`config.mk`:
```
export PLATFORM = sky130hd
export DESIGN_NAME = seg7_scan_driver
export DESIGN_NICKNAME = d
export VERILOG_FILES = /design/src/rtl/seg7_pkg.sv /design/src/rtl/seg7_tick_gen.sv /design/src/rtl/seg7_scan_driver.sv
export SDC_FILE = /design/constraint.sdc
export NUM_CORES = 1
export LEC_CHECK = 0
export CAP_MARGIN = 20
export CORE_MARGIN = 2
export CORE_UTILIZATION = 25
export CTS_CLUSTER_SIZE = 25
export DETAILED_ROUTE_END_ITERATION = 10
export DONT_BUFFER_PORTS = 1
export SLEW_MARGIN = 0
export SYNTH_ARGS = -nofsm -noshare
export SYNTH_HDL_FRONTEND = slang
export SYNTH_SLANG_ARGS = --single-unit
```
`constraint.sdc`:
```
create_clock -name clk -period 4.9 [get_ports clk]
set_input_delay 1.225 -clock clk [delete_from_list [all_inputs] [get_ports clk]]
set_output_delay 1.225 -clock clk [all_outputs]
set_load 0.02 [all_outputs]
```
`src/rtl/seg7_pkg.sv`:
```
// Shared definitions for the 8-digit 7-segment scan driver: FSM state type,
// all-off constants and the hex-to-segment lookup (segments {a..g}, active low).
package seg7_pkg;

   typedef enum logic [1:0] {
      S_OFF   = 2'd0,
      S_GUARD = 2'd1,
      S_SHOW  = 2'd2
   } seg7_state_t;

   localparam logic [6:0] SEG_OFF = 7'h7F;
   localparam logic [7:0] AN_OFF  = 8'hFF;

   function automatic logic [6:0] seg7_hex2seg(input logic [3:0] nib);
      logic [6:0] seg;
      case (nib)
         4'h0:    seg = 7'b0000001;
         4'h1:    seg = 7'b1001111;
         4'h2:    seg = 7'b0010010;
         4'h3:    seg = 7'b0000110;
         4'h4:    seg = 7'b1001100;
         4'h5:    seg = 7'b0100100;
         4'h6:    seg = 7'b0100000;
         4'h7:    seg = 7'b0001111;
         4'h8:    seg = 7'b0000000;
         4'h9:    seg = 7'b0000100;
         4'hA:    seg = 7'b0001000;
         4'hB:    seg = 7'b1100000;
         4'hC:    seg = 7'b0110001;
         4'hD:    seg = 7'b1000010;
         4'hE:    seg = 7'b0110000;
         default: seg = 7'b0111000;
      endcase
      return seg;
   endfunction

endpackage

```
`src/rtl/seg7_tick_gen.sv`:
```
// Loadable down-counter timing one FSM slot. Loading N makes `done` assert
// during the (N+1)-th cycle after the load edge.
module seg7_tick_gen #(
   parameter int unsigned WIDTH = 2
) (
   input  logic             clk,
   input  logic             Rst,
   input  logic             load,
   input  logic [WIDTH-1:0] load_val,
   output logic             done
);

   logic [WIDTH-1:0] count_q;

   // Count down to zero and park there until the next load.
   always_ff @(posedge clk) begin
      if (Rst) begin
         count_q <= '0;
      end else if (load) begin
         count_q <= load_val;
      end else if (count_q != '0) begin
         count_q <= count_q - WIDTH'(1);
      end
   end

   assign done = (count_q == '0);

endmodule

```
`src/rtl/seg7_scan_driver.sv`:
```
// Time-multiplexed driver for an 8-digit common-anode 7-segment display.
// The display word is snapshotted once per frame; an all-off guard slot precedes
// each digit. Outputs are registered from next-state values (no input->output paths).
// Optional feature: define SEG7_LZ_BLANK_EN for leading-zero suppression.
module seg7_scan_driver
   import seg7_pkg::*;
#(
   parameter int unsigned TICKS_PER_DIGIT = 100000,
   parameter int unsigned GUARD_CYCLES    = 16
) (
   input  logic        clk,
   input  logic        Rst,
   input  logic [31:0] value,
   input  logic        hold,
   input  logic        blank,
   output logic [7:0]  an,
   output logic [6:0]  sev_out,
   output logic        frame_done
);

   localparam int unsigned MaxTg  = (TICKS_PER_DIGIT > GUARD_CYCLES) ? TICKS_PER_DIGIT
                                                                      : GUARD_CYCLES;
   localparam int unsigned MaxDur = (MaxTg > 2) ? MaxTg : 2;
   localparam int unsigned CntW   = $clog2(MaxDur);

   localparam logic [CntW-1:0] ShowLoad  = CntW'(TICKS_PER_DIGIT - 1);
   localparam logic [CntW-1:0] GuardLoad = CntW'((GUARD_CYCLES > 0) ? GUARD_CYCLES - 1 : 0);
   // Slot that starts every digit: guard if configured, else straight to show.
   localparam seg7_state_t SlotStart = (GUARD_CYCLES == 0) ? S_SHOW : S_GUARD;

   seg7_state_t     state_q, state_d;
   logic [2:0]      digit_q, digit_d;
   logic [31:0]     snap_q, snap_d;
   logic [7:0]      an_q, an_d;
   logic [6:0]      sev_q, sev_d;
   logic            frame_done_q, frame_done_d;
   logic            tick_done, tick_load;
   logic [CntW-1:0] tick_val;
   logic            lit;

`ifdef SEG7_LZ_BLANK_EN
   // Index of the highest nonzero nibble; 0 for an all-zero word.
   function automatic logic [2:0] lead_idx(input logic [31:0] w);
      logic [2:0] h;
      h = '0;
      for (int k = 1; k < 8; k++) begin
         if (w[4*k +: 4] != 4'h0) h = 3'(k);
      end
      return h;
   endfunction
`endif

   seg7_tick_gen #(
      .WIDTH (CntW)
   ) u_tick (
      .clk      (clk),
      .Rst      (Rst),
      .load     (tick_load),
      .load_val (tick_val),
      .done     (tick_done)
   );

   // State register.
   always_ff @(posedge clk) begin
      if (Rst) state_q <= S_OFF;
      else     state_q <= state_d;
   end

   // Next-state, digit sequencing and frame snapshot.
   always_comb begin
      state_d      = state_q;
      digit_d      = digit_q;
      snap_d       = snap_q;
      frame_done_d = 1'b0;
      if (blank) begin
         state_d = S_OFF;
         digit_d = '0;
      end else begin
         unique case (state_q)
            S_OFF: begin
               state_d = SlotStart;
               digit_d = '0;
               snap_d  = value;
            end
            S_GUARD: begin
               if (tick_done) state_d = S_SHOW;
            end
            S_SHOW: begin
               if (tick_done) begin
                  state_d = SlotStart;
                  if (digit_q == 3'd7) begin
                     digit_d      = '0;
                     frame_done_d = 1'b1;
                     if (!hold) snap_d = value;
                  end else begin
                     digit_d = digit_q + 3'd1;
                  end
               end
            end
            default: state_d = S_OFF;
         endcase
      end
   end

   // Slot timer reload on every state change and at each slot end (covers show->show).
   always_comb begin
      tick_load = (state_d != state_q) || tick_done;
      unique case (state_d)
         S_GUARD: tick_val = GuardLoad;
         S_SHOW:  tick_val = ShowLoad;
         default: tick_val = '0;
      endcase
   end

   // Output decode from next-state values so the registered outputs track the state.
   always_comb begin
      an_d  = AN_OFF;
      sev_d = SEG_OFF;
      lit   = 1'b1;
`ifdef SEG7_LZ_BLANK_EN
      lit   = (digit_d <= lead_idx(snap_d));
`endif
      unique case (state_d)
         S_GUARD: begin
            // Pre-drive segments for the upcoming digit while anodes are off.
            if (lit) sev_d = seg7_hex2seg(snap_d[{digit_d, 2'b00} +: 4]);
         end
         S_SHOW: begin
            if (lit) begin
               an_d  = ~(8'b1 << digit_d);
               sev_d = seg7_hex2seg(snap_d[{digit_d, 2'b00} +: 4]);
            end
         end
         default: ;
      endcase
   end

   // Datapath and output registers.
   always_ff @(posedge clk) begin
      if (Rst) begin
         digit_q      <= '0;
         snap_q       <= value;
         an_q         <= AN_OFF;
         sev_q        <= SEG_OFF;
         frame_done_q <= 1'b0;
      end else begin
         digit_q      <= digit_d;
         snap_q       <= snap_d;
         an_q         <= an_d;
         sev_q        <= sev_d;
         frame_done_q <= frame_done_d;
      end
   end

   assign an         = an_q;
   assign sev_out    = sev_q;
   assign frame_done = frame_done_q;

endmodule

```
* Word-level counts from Yosys, hierarchy flattened
Memories as Yosys holds them, arrays and structs flattened.
Index checks and enable logic that the tools add are counted.
** Word-level totals
- Flip-flop bits (word level) :: 70
- Bits in latches :: 0
- RAM bits :: 0
- ROM bits :: 224
- Input bits :: 36
- Memories kept :: 2
** Memories
- (name not given) :: depth 16, width 7, rd ports 1, clocked after Yosys merged registers in 0, write ports 0, line seg7_pkg.sv:16 : case (nib)
- (name not given) :: depth 16, width 7, rd ports 1, clocked after Yosys merged registers in 0, write ports 0, line seg7_pkg.sv:16
** Cells by class
- Add/sub/neg operators :: 2
- Multiply operators :: 0
- Div/mod/pow operators :: 0
- Order comparisons :: 0
- Equal/unequal tests :: 6
- Shift-type cells :: 2
- Muxes and demuxes :: 19
- Bitwise gates (word level) :: 4
- Reduce and logical (&&, ||, !) cells :: 7
** Operators by type and width (number)
- $mux W32 :: 5
- $pmux W32 S2 :: 1
- $mux W17 :: 2
- $pmux W17 S2 :: 1
- $shiftx A32 B6 Y4 :: 1
- $logic_not A17 Y1 :: 1
- $reduce_bool A17 Y1 :: 1
- $sub A17 B1 Y17 const B :: 1
- $pmux W7 S2 :: 1
- $mux W3 :: 3
- $not A8 Y8 :: 1
- $shl A1 B3 Y8 const A :: 1
- $mux W2 :: 3
- $pmux W2 S3 :: 1
- $pmux W3 S2 :: 1
- $eq A2 B1 Y1 const B :: 2
- $eq A2 B2 Y1 const B :: 2
- $reduce_or A4 Y1 :: 1
- $add A3 B1 Y3 const B :: 1
- $eq A3 B3 Y1 const B :: 1
- $not A1 Y1 :: 3
- $logic_not A2 Y1 :: 1
- $ne A2 B2 Y1 :: 1
- $reduce_bool A2 Y1 :: 1
- 3 further kinds :: 3

* Depth between registers and ports, before layout
Gate-level depths: netlist of run 1.
An unclocked memory read counts as a cell.
- Depth in word-level cells :: 8
- Mapped depth :: 18
- Mapped depth without buffers :: 16

* Cells and area by module
A second synthesis of run 1 with hierarchy kept.
** Unflattened totals
- Cell total of the unflattened synthesis :: 368
- Area, all modules :: 3634.7 µm²
** Modules (own cells, without submodules)
- seg7_scan_driver :: times used 1, cells each 256, area an instance 2703.8 µm²
- seg7_tick_gen :: times used 1, cells each 112, area an instance 930.9 µm²

* Worst setup path after synthesis of run 1
OpenSTA, ideal clock, no wires.
- Kind :: in2reg
- Start point :: in hold
- End point :: reg sev_q[6] (netlist: sev_out[6])
- Setup time :: 0.122 ns
- Arrival time :: 3.832 ns
- Data required time :: 4.778 ns
- Path slack :: 0.946 ns
- Cell stages on the path :: 13
- Path buffers :: 3
- Cell sequence :: nand2b_1 > or3_1 > o31a_1 > buf_2 > buf_6 > buf_2 > mux2i_1 > o22ai_1 > a2111oi_0 > nor2_1 > ha_1 > o32a_1 > o311a_1
** On the way
- Cells in the longest elaborated chain, start to end :: 8
** Ends and longest elaborated chain
- start: declaration :: line seg7_scan_driver.sv:14 : input logic hold,
- $mux W32 * :: line seg7_scan_driver.sv:94 : if (!hold) snap_d = value;
- $mux W32 * :: line seg7_scan_driver.sv:91 : if (digit_q == 3'd7) begin
- $mux W32 * :: line seg7_scan_driver.sv:89 : if (tick_done) begin
- $pmux W32 S2 * :: line seg7_scan_driver.sv:79 : unique case (state_q)
- $mux W32 * :: line seg7_scan_driver.sv:75 : if (blank) begin
- $shiftx A32 B6 Y4 * :: line seg7_scan_driver.sv:126, seg7_scan_driver.sv:131
- $mem_v2 Z16 W7
- $pmux W7 S2 * :: line seg7_scan_driver.sv:123 : unique case (state_d)
- end signal: assignment :: line seg7_scan_driver.sv:150 : sev_q <= sev_d;
- end: declaration :: line seg7_scan_driver.sv:35 : logic [6:0] sev_q, sev_d;
Mark *: on every way between the ends. The rest lies on a longest branch, timed or not.
A chain may end at the register's enable or synchronous reset.

* Worst setup path in the final report of run 1
- Start point :: reg u_tick.count_q[7]
- End point :: reg sev_q[6] (netlist: sev_out[6])
** On the way
- Cells in the longest elaborated chain, start to end :: 7
** Ends and longest elaborated chain
- start: declaration :: line seg7_tick_gen.sv:13 : logic [WIDTH-1:0] count_q;
- start signal: assignment :: line seg7_tick_gen.sv:20 : count_q <= load_val;
- start signal: assignment :: line seg7_tick_gen.sv:22 : count_q <= count_q - WIDTH'(1);
- $logic_not A17 Y1 * :: line seg7_tick_gen.sv:26 : assign done = (count_q == '0);
- $mux W32 or $mux W3 (tied branches) :: line seg7_scan_driver.sv:89
- $pmux W32 S2 or $pmux W3 S2 (tied branches) :: line seg7_scan_driver.sv:79
- $mux W32 or $mux W3 (tied branches) :: line seg7_scan_driver.sv:75
- $shiftx A32 B6 Y4 :: line seg7_scan_driver.sv:126, seg7_scan_driver.sv:131
- $mem_v2 Z16 W7
- $pmux W7 S2 * :: line seg7_scan_driver.sv:123
Marks and branches as above.

==> metrics.yaml, run 1 <==
timing:
  hold-worst-slack_ns: 0.478
  skew_ns: 0.00833
  relSlewSlack_pct: 35.6
  worst_slew_pin_slew_ns: 0.966
  max_freq_mhz: 241
  final-setup-viol-count: 0
  post-route-min-period_ns: 4.14
  slew_viol_final: 0
  period_share_pct: 84.6
  worst_slack_ns: 0.757
  rsz0062_at_grt: "no"
  finalSetupTns_ns: 0
  finalHoldViolCount: 0
detailed_routing:
  drc_errors: 0
  post_drt_wl_per_cell_um: 15.5
  first_iter_violations: 211
  drtPass1Iterations: 5
  ant_nets: 0
  routed_wl_um: 8320
  vias: 2629
  vias_per_cell: 4.90
clock_network:
  cts-root-buf: "clkbuf_16"
  clk_latency_ns: 0.33
  post_cts_buffers: 0
  ctsHoldBuffers: 0
  cts.sinks: 70
  htree_levels: 3
  ctsLongestPathBuffers: 2
  cts_tree: "built"
  numCtsBuffers: 9
  post_cts_resized: 0
  path_clk_slew_ns: 0.05
floorplanning:
  fp-row-count: 44
  dieArea_mm2: 0.0155
  io_pins: 52
  core_mm2: 0.0144
  die_height_um: 125
  start_util_pct: 25.3
  die_w_um: 125
cells_and_area:
  drive_gt1_share_pct: 22.7
  final-seq-area_mm2: 0.00140
  diodes: 0
  layout_commonest_cell: "dfxtp_1"
  finalInstanceArea_mm2: 0.00407
  multi_input_area_mm2: 0.00210
  mostFrequentLayoutCells: "dfxtp_1, mux2_2, mux2i_1, nor2_1, o21ai_0"
  nets: 395
  num-fill-cells: 1470
  area_growth_pct: 11.9
job:
  drv_cap: 0
critical_path:
  worst_path_largest_cell_delay_ns: 0.57
  crit_type: "reg -> reg"
  startpoint_type: "register"
  r2r-start: "u_tick.count_q[7]"
  endpoint: "sev_out[6]"
  critPathMostFrequentCell: "or4_4"
  ff2ff_setup_slack_ns: 0.76
  crit_start: "u_tick.count_q[7]"
  crit_required_ns: 5.10
  critPathMaxFanout: 13
  rr_endpoint: "sev_out[6]"
  crit_arrival_ns: 4.35
  path_cells: "or4_4 > or4_4 > or2_1 > a21o_4 > a221oi_2 > a2111oi_0 > a21oi_1 > inv_1 > ha_1 > o311a_1"
  cp_slowest_cell: "or4_4"
  cp-end-kind: "register"
  reg2reg_depth: 10
power:
  p_int_mw: 1.45
  sw_frac_of_total_pct: 35.5
  p_comb_share_pct: 35.4
  p_per_area_mw_per_mm2: 552
  peakVddDrop_uv: 261
  clockPowerShare_pct: 28.9
  leakage_nw: 1.58
  total_power_mw: 2.25
  p_seq_share_pct: 35.7
  p_sw_mw: 0.798
global_route:
  track_usage_pct: 10.8
  antenna_found_initial: 0
  grt_pass1_wl_um: 13400
  grt_overflow_total: 0
  grt_max_degree: 33
  grt_pass1_vias: 2611
placement:
  pre_cts_ws_ns: 0.695
  hpwl_um: 6150
  gp_congestion: 0.791
  io_buffers: 0
  placed_area_mm2: 0.00377
synth:
  synth-edff-count: 0
  synth_compound_area_share_pct: 14.9
  ys.flop_type: "dfxtp_1"
  ys_seq_area_share_pct: 38.5
  ys_seq_elements: 70
  ys_async_sr_fraction_pct: 0
  ys_warn_count: 0
  synth_top_family_by_area: "multiplexers"
  syn_area_mm2: 0.00364
  netlist_instances: 352
  synth_fa_ha_area_share_pct: 4.13
  yosys.area_share.xor_xnor_pct: 3.37
  avgSynthCellArea_um2: 10.3
  synth_nets: 400
  yosys.area_share.simple_pct: 15.9
  yosys.cell_types.count: 62
  yosys-mux-area-fraction_pct: 19.4
worst_hold_path:
  hp-class: "reg -> reg"
outcome:
  run_status: "finished clean"
==> cell families (layout without fill, tap and decap cells) <==
| logic type | count (synthesis) | after routing |
|---|---|---|
| AO/OA/AOI/OAI | 69 | 69 |
| adder cells (fa/ha/maj) | 12 | 12 |
| buffers and inverters | 24 | 24 |
| flip-flops | 70 | 70 |
| AND/OR/NAND/NOR | 97 | 97 |
| multiplexers | 66 | 66 |
| XOR/XNOR | 14 | 14 |
==> through the flow <==
step | utilization (%) | std cells
6_report | 28.3 | 536
5_1_grt | 28.3 | 536
4_1_cts | 28.3 | 536
3_5_place_dp | 26.2 | 520
3_3_place_gp | 26.2 | 520
2_1_floorplan | - | 352
==> flip-flops by register name, summed over array words and instances (netlist names) <==
register / cells
snap_q: 32
u_tick.count_q: 17
an: 8
sev_out: 7
digit_q: 3
state_q: 2
frame_done: 1
==> worst max-delay path: cells and delay by family (launching register included) <==
kind,cells,cell delay (ns)
AO/OA/AOI/OAI,5,1.73
AND/OR/NAND/NOR,3,1.48
flip-flops,1,0.36
adder cells (fa/ha/maj),1,0.26
buffers and inverters,1,0.18
==> area by class of cell <==
type	count	area share (%)
repair buffers	1	0.185
inverters	7	0.646
well taps	184	5.66
multi-input cells	258	51.7
clock inverters	4	1.11
flip-flops and latches	70	34.4
clock buffers	12	6.30
==> synthesized netlist by cell type (2+ instances only) <==
| cell type | count | share of area (%) |
|---|---|---|
| o22ai_2 | 3 | 1.0 |
| xor2_1 | 2 | 0.48 |
| a21oi_1 | 7 | 0.96 |
| o22ai_1 | 7 | 1.2 |
| nor4b_1 | 2 | 0.48 |
| nor2_2 | 2 | 0.34 |
| nand2b_1 | 8 | 1.4 |
| o21ai_1 | 3 | 0.41 |
| ha_1 | 12 | 4.1 |
| a22o_1 | 3 | 0.72 |
| nand2_2 | 2 | 0.34 |
| and2_1 | 2 | 0.34 |
| nand2_1 | 11 | 1.1 |
| nor2_1 | 27 | 2.8 |
| nor3_1 | 9 | 1.2 |
| mux2i_1 | 31 | 8.5 |
| a31oi_1 | 3 | 0.52 |
| or3_1 | 3 | 0.52 |
| o221ai_1 | 2 | 0.48 |
| inv_1 | 7 | 0.72 |
| nand3b_1 | 2 | 0.41 |
| o211ai_1 | 2 | 0.41 |
| buf_2 | 2 | 0.28 |
| nor4_1 | 4 | 0.69 |
| xnor2_1 | 12 | 2.9 |
| a2111oi_0 | 2 | 0.48 |
| o21ai_0 | 17 | 2.3 |
| nand4_1 | 3 | 0.52 |
| or2_2 | 3 | 0.52 |
| clkbuf_1 | 9 | 0.93 |
| a22oi_1 | 2 | 0.41 |
| or4_4 | 3 | 0.93 |
| mux2_2 | 35 | 11 |
| o21a_1 | 2 | 0.41 |
| nand3_1 | 3 | 0.41 |
| nor3_2 | 3 | 0.83 |
| nor3b_1 | 3 | 0.62 |
| dfxtp_1 | 70 | 39 |
| buf_6 | 6 | 1.9 |
==> how the worst min path moves through the flow <==
stage	start	end	slack, ns	depth (start not counted)
final	snap_q[12]	snap_q[12]	0.48	1
after global routing	u_tick.count_q[6]	u_tick.count_q[6]	0.49	2
after CTS	u_tick.count_q[6]	u_tick.count_q[6]	0.48	2
after detailed placement	u_tick.count_q[6]	u_tick.count_q[6]	0.47	2
after global placement	u_tick.count_q[6]	u_tick.count_q[6]	0.46	2
after floorplan	u_tick.count_q[6]	u_tick.count_q[6]	0.45	2
==> power groups by stage <==
stage | clock network [mW] | logic [mW] | registers, mW
finish | 0.650 | 0.796 | 0.801
global route | 0.697 | 0.878 | 0.815
CTS | 0.665 | 0.803 | 0.803
detailed placement | 0 | 0.797 | 0.813
global placement | 0 | 0.774 | 0.808
floorplan | 0 | 0.743 | 0.779
==> per-layer routing <==
metal  up-vias  GRT usage (%)  share of wire [%]
met5         -              0                  0
met4         0           4.82                2.2
met3        14           4.17                7.2
met2        78           16.9                 45
met1      1250           13.3                 46
li1       1287              -                  -
Power figures use the tool's default switching activity.
==> run 2: changes to the inputs <==
Clock period 4.9 ns to 3.7 ns, I/O delays scaled along.
==> run 2 against run 1 <==
- largest cell class unchanged
- clock power up 51%
- sequential power is 31% higher
- fmax rose by 14%
- utilization rose by 4.3 points
- power increased by 55%
- routed wire length up 9.8%
- final cell count up 7.5%
==> metrics.yaml, run 2 (same netlist as run 1, synthesis figures left out) <==
global_route:
  grt_util_met1_pct: 13.4  # was 13.3%
  grt.busiest_layer: "met2"  # unchanged
  track_usage_pct: 11.4  # was 10.8%
  grt_max_degree: 18  # was 33
  use_met3_pct: 5.63  # was 4.17%
  grt_pass1_vias: 2768  # was 2611
  grt_overflow_total: 0  # unchanged
  antenna_found_initial: 0  # unchanged
  grt_pass1_wl_um: 14000  # was 13400 um
  grt.met2_usage_pct: 17.7  # was 16.9%
floorplanning:
  start_util_pct: 25.3  # unchanged
  die_w_um: 125  # unchanged
  fp-row-count: 44  # unchanged
  die_height_um: 125  # unchanged
  dieArea_mm2: 0.0155  # unchanged
  io_pins: 52  # unchanged
  core_mm2: 0.0144  # unchanged
cells_and_area:
  largest_register_ffs: 32  # unchanged
  num-fill-cells: 1444  # was 1470
  finalCoreUtilization_pct: 32.6  # was 28.3%
  largest-register: "snap_q"  # unchanged
  nets: 436  # was 395
  diodes: 0  # unchanged
  mostFrequentLayoutCells: "dfxtp_1, buf_4, mux2_2, mux2i_1, nor2_1"  # was dfxtp_1, mux2_2, mux2i_1, nor2_1, o21ai_0
  area_growth_pct: 28.9  # was 11.9%
  final_cells: 576  # was 536
  layout_commonest_cell: "dfxtp_1"  # unchanged
  multi_input_area_mm2: 0.00235  # was 0.00210 mm^2
  final-seq-area_mm2: 0.00140  # unchanged
  drive_gt1_share_pct: 37.8  # was 22.7%
worst_hold_path:
  hp-class: "reg -> reg"  # unchanged
clock_network:
  cts.sinks: 70  # unchanged
  cts_tree: "built"  # unchanged
  cts-root-buf: "clkbuf_16"  # unchanged
  path_clk_slew_ns: 0.05  # about the same
  htree_levels: 3  # unchanged
  numCtsBuffers: 9  # unchanged
  ctsLongestPathBuffers: 2  # unchanged
  clk_latency_ns: 0.34  # was 0.33 ns
timing:
  post-route-min-period_ns: 3.65  # was 4.14 ns
  relSlewSlack_pct: 36.0  # was 35.6%
  final-setup-viol-count: 0  # unchanged
  finalHoldViolCount: 0  # unchanged
  hold-worst-slack_ns: 0.476  # was 0.478 ns
  period_share_pct: 98.6  # was 84.6%
  slew_viol_final: 0  # unchanged
  skew_ns: 0.00623  # was 0.00833 ns
  worst_slew_pin_slew_ns: 0.960  # was 0.966 ns
  max_freq_mhz: 274  # was 241 MHz
  finalSetupTns_ns: 0  # unchanged
critical_path:
  crit_required_ns: 3.86  # was 5.10 ns
  critPathMaxFanout: 16  # was 13
  startpoint_type: "register"  # unchanged
  cp-end-kind: "register"  # unchanged
  crit_type: "reg -> reg"  # unchanged
  crit_arrival_ns: 3.81  # was 4.35 ns
power:
  sw_frac_of_total_pct: 34.8  # was 35.5%
  p_comb_share_pct: 41.5  # was 35.4%
  p_seq_share_pct: 30.2  # was 35.7%
  p_sw_mw: 1.21  # was 0.798 mW
  leakage_nw: 1.82  # was 1.58 nW
  p_int_mw: 2.26  # was 1.45 mW
  total_power_mw: 3.47  # was 2.25 mW
  clockPowerShare_pct: 28.3  # was 28.9%
  peakVddDrop_uv: 333  # was 261 uV
  p_per_area_mw_per_mm2: 741  # was 552 mW/mm^2
job:
  drv_cap: 0  # unchanged
detailed_routing:
  vias: 2785  # was 2629
  ant_nets: 0  # unchanged
  routed_wl_um: 9130  # was 8320 um
  drtPass1Iterations: 4  # was 5
  first_iter_violations: 114  # was 211
  vias_per_cell: 4.84  # was 4.90
  drc_errors: 0  # unchanged
  post_drt_wl_per_cell_um: 15.9  # was 15.5 um
placement:
  gp_congestion: 0.898  # was 0.791
  io_buffers: 0  # unchanged
  hpwl_um: 6340  # was 6150 um
  placed_cells: 545  # was 520
outcome:
  run_status: "finished clean"  # unchanged
==> run 2: cell types whose count changed in the layout (fill, tap and decap cells not counted), moves of 4 or more <==
cell,change
nor2_4,+4
buf_6,+4
ha_1,-4
buf_4,+35
==> run 2: layout make-up <==
class / count / share of cell area (%)
Clock inverter: 4 / 2.03
Timing Repair Buffer: 41 / 7.15
Multi-Input combinational cell: 259 / 50.2
Tap cell: 184 / 4.91
Clock buffer: 11 / 5.18
Sequential cell: 70 / 29.9
Inverter: 7 / 0.614
==> run 2: what timing repair did <==
action	CTS	global route
setup endpoints to repair	5	7
hold buffers	0	0
setup buffers	1	14
gates cloned	0	1
gates resized for setup	5	48
pin swaps	0	21
==> run 2: through the flow <==
step / setup WS [ns] / instance area, um^2
finish: 0.0510 / 4690
global route: -0.0566 / 4690
CTS: 0.0239 / 4320
detailed placement: -0.126 / 3960
global placement: -0.0463 / 3960
floorplan: 0.0463 / 3640
==> run 2: power groups by stage <==
stage / logic [mW] / clock network, mW / registers [mW]
after floorplan: 0.984 / 0 / 1.03
after global placement: 1.21 / 0 / 1.05
after detailed placement: 1.25 / 0 / 1.06
after CTS: 1.27 / 1.01 / 1.05
after global routing: 1.58 / 1.04 / 1.07
final: 1.44 / 0.984 / 1.05
==> run 2: worst max-delay path, stage by stage (launching register included) <==
cell      delay (ns)
dfxtp_1         0.30
or4_4           0.54
or4_4           0.57
o31a_4          0.39
buf_4           0.25
mux2i_1         0.30
nor2_4          0.05
nor3_2          0.27
a22oi_2         0.18
nand2_4         0.13
mux2i_1         0.27
o221ai_1        0.20
==> run 2: path summary, 6_finish.rpt <==
check	start	to	slack [ns]	depth (start not counted)
max	u_tick.count_q[7]	sev_out[2]	0.05	11
max reg2reg	u_tick.count_q[7]	sev_out[2]	0.05	11
min reg2reg	snap_q[6]	snap_q[6]	0.48	1
min	snap_q[6]	snap_q[6]	0.48	1
==> run 2: layer usage <==
metal | vias up | part of all wire (%)
met4 | 0 | 2.4
met3 | 17 | 6.7
met1 | 1339 | 43
met2 | 60 | 47
li1 | 1369 | -
met5 | - | 0
